**config.mk**
```make
export PLATFORM = sky130hd
export DESIGN_NAME = ifetch_pipe
export DESIGN_NICKNAME = d
export VERILOG_FILES = /design/src/rtl/ifetch_pipe.sv
export SDC_FILE = /design/constraint.sdc
export NUM_CORES = 1
export LEC_CHECK = 0
export ABC_AREA = 1
export BUFFER_PORTS_ARGS = -buffer_cell sky130_fd_sc_hd__buf_2
export CAP_MARGIN = 20
export CORE_ASPECT_RATIO = 1.4
export CORE_MARGIN = 2
export CORE_UTILIZATION = 50
export DETAILED_ROUTE_END_ITERATION = 10
export PLACE_DENSITY = 0.7
export SLEW_MARGIN = 25
export SYNTH_ARGS = -nofsm -noshare
export SYNTH_HDL_FRONTEND = slang
export SYNTH_SLANG_ARGS = --single-unit
```
**constraint.sdc**
```tcl
create_clock -name clk -period 6.2 [get_ports clk]
set_input_delay 0 -clock clk [delete_from_list [all_inputs] [get_ports clk]]
set_output_delay 0 -clock clk [all_outputs]
set_load 0.01 [all_outputs]
```
**src/rtl/ifetch_pipe.sv**
```systemverilog
// Instruction fetch front end: issues one imem read per cycle under a queue credit
// limit and buffers {pc, instr} pairs in a small FIFO for decode; redirects flush everything.
module ifetch_pipe #(
    parameter logic [31:0] RESET_PC = 32'h0000_0000,
    parameter int          IMEM_AW  = 9,
    parameter int          FQ_DEPTH = 4,
    parameter int          CW       = $clog2(FQ_DEPTH) + 1
) (
    input  logic               clk,
    input  logic               reset,
    input  logic               redirect_valid,
    input  logic [31:0]        redirect_pc,
    output logic               imem_en,
    output logic [IMEM_AW-1:0] imem_addr,
    input  logic [31:0]        imem_rdata,
    output logic               out_valid,
    input  logic               out_ready,
    output logic [31:0]        out_pc,
    output logic [31:0]        out_instr,
    output logic [CW-1:0]      fq_count
);

    localparam int PW = $clog2(FQ_DEPTH);

    logic [31:0]   fetch_pc_reg;
    logic [31:0]   req_pc_reg;
    logic          inflight_reg;
    logic [PW-1:0] head_reg;
    logic [PW-1:0] tail_reg;
    logic [CW-1:0] count_reg;

    logic issue;
    logic push;
    logic pop;

    logic [63:0] entry_data [FQ_DEPTH];

    // The in-flight request holds a credit, so a queue that is full counting
    // outstanding reads never receives a push it cannot store.
    assign issue = !reset && !redirect_valid
                   && ((count_reg + CW'(inflight_reg)) < CW'(FQ_DEPTH));
    assign push  = !reset && inflight_reg && !redirect_valid;
    assign pop   = (count_reg != '0) && out_ready;

    assign imem_en   = issue;
    assign imem_addr = fetch_pc_reg[IMEM_AW+1:2];
    assign out_valid = (count_reg != '0);
    assign fq_count  = count_reg;
    assign out_pc    = out_valid ? entry_data[head_reg][63:32] : 32'h0;
    assign out_instr = out_valid ? entry_data[head_reg][31:0]  : 32'h0;

    always_ff @(posedge clk) begin
        if (reset) begin
            fetch_pc_reg <= RESET_PC;
            req_pc_reg   <= 32'h0;
            inflight_reg <= 1'b0;
            head_reg     <= '0;
            tail_reg     <= '0;
            count_reg    <= '0;
        end else if (redirect_valid) begin
            fetch_pc_reg <= {redirect_pc[31:2], 2'b00};
            inflight_reg <= 1'b0;
            head_reg     <= '0;
            tail_reg     <= '0;
            count_reg    <= '0;
        end else begin
            inflight_reg <= issue;
            if (issue) begin
                req_pc_reg   <= fetch_pc_reg;
                fetch_pc_reg <= fetch_pc_reg + 32'd4;
            end
            if (push) begin
                tail_reg <= tail_reg + 1'b1;
            end
            if (pop) begin
                head_reg <= head_reg + 1'b1;
            end
            case ({push, pop})
                2'b10:   count_reg <= count_reg + 1'b1;
                2'b01:   count_reg <= count_reg - 1'b1;
                default: count_reg <= count_reg;
            endcase
        end
    end

    // Queue storage is left unreset; out_pc/out_instr are masked while empty.
    generate
        for (genvar gi = 0; gi < FQ_DEPTH; gi++) begin : g_entry
            logic [63:0] data_reg;
            always_ff @(posedge clk) begin
                if (push && (tail_reg == PW'(gi))) begin
                    data_reg <= {req_pc_reg, imem_rdata};
                end
            end
            assign entry_data[gi] = data_reg;
        end
    endgenerate

    overflow_chk: assert property (@(posedge clk) disable iff (reset)
        !(push && !pop && (count_reg == CW'(FQ_DEPTH))));

endmodule

```
==> out/metrics.csv <==
metric,value,unit
status,completed,
RSZ-0062 raised after global routing,false,
"area leader, netlist",edfxtp_1,
WP depth,12,
IO Count,146,
CP peak stage delay,830,ps
slew at the pin closest to its max-slew limit,890.9,ps
max FFs per register,248,
"wirelength, routed",29720,um
total grt overflow,0,
M1 WL,11770,um
family with the most delay on the worst path,buffers and inverters,
routed wire length per instance,16.23,um
core area,26100,sq um
final worst path period share,52.62,%
die width,141.6,um
count of flip-flops with a built-in enable after synthesis,248,
DR WL met2,15720,um
Worst Setup End Kind,flip-flop,
Pwr Density,276.0,nW/um^2
Synth Area in Simple Gates,16.59,%
Ant. Diodes,0,
Pleak,6.032,nW
Layout area overhead,20.30,%
initial antenna violation count,0,
Max Used Layer,met4,
Tot GR Track Use,21.00,%
"Max FO, Critical Path",71,
synth unique cells,35,
Inserted Clock Buffers,29,
Post-Syn Area,13250,sq um
top cell type's share of synthesized area,56.21,%
Mean Syn Cell Area,10.18,sq um
antenna violation net count after detailed routing,0,
Max-slew headroom,40.61,%
minimum clock period,3263,ps
# clock sinks,316,
largest net degree at the start of global routing,103,
Post-Syn Instances,1301,
num rows,70,
compound-gate portion of the synthesized area,10.88,%
max_cap viols,0,
worst min path class,in -> reg,
"commonest cells after routing, fill and taps aside","nor2_1 (295), edfxtp_1 (248), nand2_1 (171)",
main combinational cell family by area after synthesis,simple AND/OR/NAND/NOR gates,
"flops & latches, synth",316,
placed wire-length estimate,17080,um
post-synthesis sequential area ratio,66.49,%
postcts setup bufs,0,
DRC Markers,0,
Synth Warn #,0,
FF-to-FF path depth,9,
Final Power,4.399,mW
Final nets,1559,
Final Hold Vio Count,0,
Clock Skews,18.69,ps
"critical path, cell by cell",dlygate4sd3_1 -> buf_2 -> buf_4 -> nor2_2 -> nand3_2 -> buf_4 -> clkinv_2 -> nand2_1 -> a21oi_1 -> nor2_1 -> nor2_1 -> dlygate4sd3_1,
routed via count,9630,
clk_lat worst skew,560,ps
Clock Tree Root,clkbuf_16,
CP bufs+invs,6,
first-pass GRT wire length,46220,um
multiplexer share of the synthesized area,0,%
final setup violation count,0,
Synth Area in XOR/XNOR,0.4628,%
Peak VDD IR,0.0002035,V
Initial Util,50.76,%
CP Launch Type,primary input,
"Max stage delay cell, worst path",clkinv_2,
Setup TNS Final,0,ps
worst hold stages,5,
port bufs,141,
GPL Wtd Cong,0.8548,
vias in the first global route,9211,
layout cell share with drive strength beyond 1,15.39,%
clock buffer depth,3,
Crit path arrival time,3710,ps
Die Y,196.6,um
Crit path required time,6650,ps
"commonest non-fill, non-tap cell in the layout",nor2_1,
CTS tree,done,
"Primary FF master, synth",edfxtp_1,
Synth async-reset ratio,0,%
Crit Path Category,in -> reg,
Pre-antenna DRT Iters,5,
clock-pin slew on the worst setup and hold paths,70,ps
Synth area leaders,"edfxtp_1 (56%), dfxtp_1 (10%), nor2_1 (8.5%), o21ai_0 (5.7%), nand2_1 (4.8%)",
DRT iter0 DRCs,516,
Vias per Instance,5.259,
met3 WL,1467,um
H-tree levels,1,
max-slew violation count,0,
Adder-Cell Fraction of Synth Area,0.7178,%
FMAX,306.5,MHz
die area,27830,sq um
==> worst min-delay path, delay by kind of cell <==
| family | cells | cell delay (ps) |
|---|---|---|
| buffers and inverters | 2 | 310 |
| AND/OR/NAND/NOR | 3 | 240 |
==> cell type report <==
cell class	instances	area [sq um]
Tap cell	324	405.4
Multi-Input combinational cell	842	3834
Clock buffer	36	792.0
Fill cell	2149	10160
Inverter	65	245.2
Sequential cell	316	8813
Timing Repair Buffer	230	1625
Clock inverter	18	221.5
==> through the flow <==
step | util (%) | std cells | hold WS, ps | area [sq um] | setup slack, ps
finish | 61.06 | 1831 | 38.38 | 15940 | 2937
detailed placement | 54.28 | 1702 | 218.0 | 14170 | 3405
floorplan | - | 1302 | 98.87 | 13250 | 2561
global placement | 53.96 | 1699 | 212.9 | 14080 | 3135
CTS | 61.04 | 1831 | 24.98 | 15930 | 3189
global route | 61.06 | 1831 | 77.92 | 15940 | 2636
==> power breakdown <==
part / switching, mW / internal, mW / leakage (nW) / total (mW)
logic: 0.120 / 0.0912 / 2.62 / 0.211
registers: 0.0317 / 2.31 / 2.93 / 2.34
clock network: 0.768 / 1.08 / 0.486 / 1.85
total: 0.919 / 3.48 / 6.03 / 4.40
==> cell usage after synthesis, types with 6 or more instances <==
library cell	number
nand2_1	171
a21oi_1	121
nor2_1	299
buf_2	19
nand3_1	50
ha_1	6
dfxtp_1	68
o21ai_0	151
buf_1	10
edfxtp_1	248
buf_4	14
inv_1	60
clkbuf_1	33
nor2_2	6
==> path summary, 6_finish.rpt <==
path	startpoint	to	slack [ps]
setup / recovery	reset	fetch_pc_reg[12]	2940
hold / removal	redirect_valid	fetch_pc_reg[10]	40
setup reg to reg	fq_count[0]	fetch_pc_reg[12]	2990
hold reg to reg	req_pc_reg[17]	g_entry[3].data_reg[49]	500
==> cell families (layout without fill, tap and decap cells) <==
kind of cell	after synthesis	in the layout
buffers and inverters	144	349
adder cells (fa/ha/maj)	7	7
other	1	2
AND/OR/NAND/NOR	543	543
AO/OA/AOI/OAI	283	283
XOR/XNOR	7	7
flip-flops	316	316
==> timing repair <==
action / 4_1_cts / 5_1_grt
gates resized for setup: 0 / 0
hold buffers: 75 / 0
endpoints found under the hold margin: 171 / 0
==> routing by layer <==
metal / track usage, % / up-vias
met5: 0 / -
li1: - / 4777
met4: 7.444 / 0
met3: 2.915 / 56
met2: 39.16 / 264
met1: 24.56 / 4533
Power figures use the tool's default switching activity.
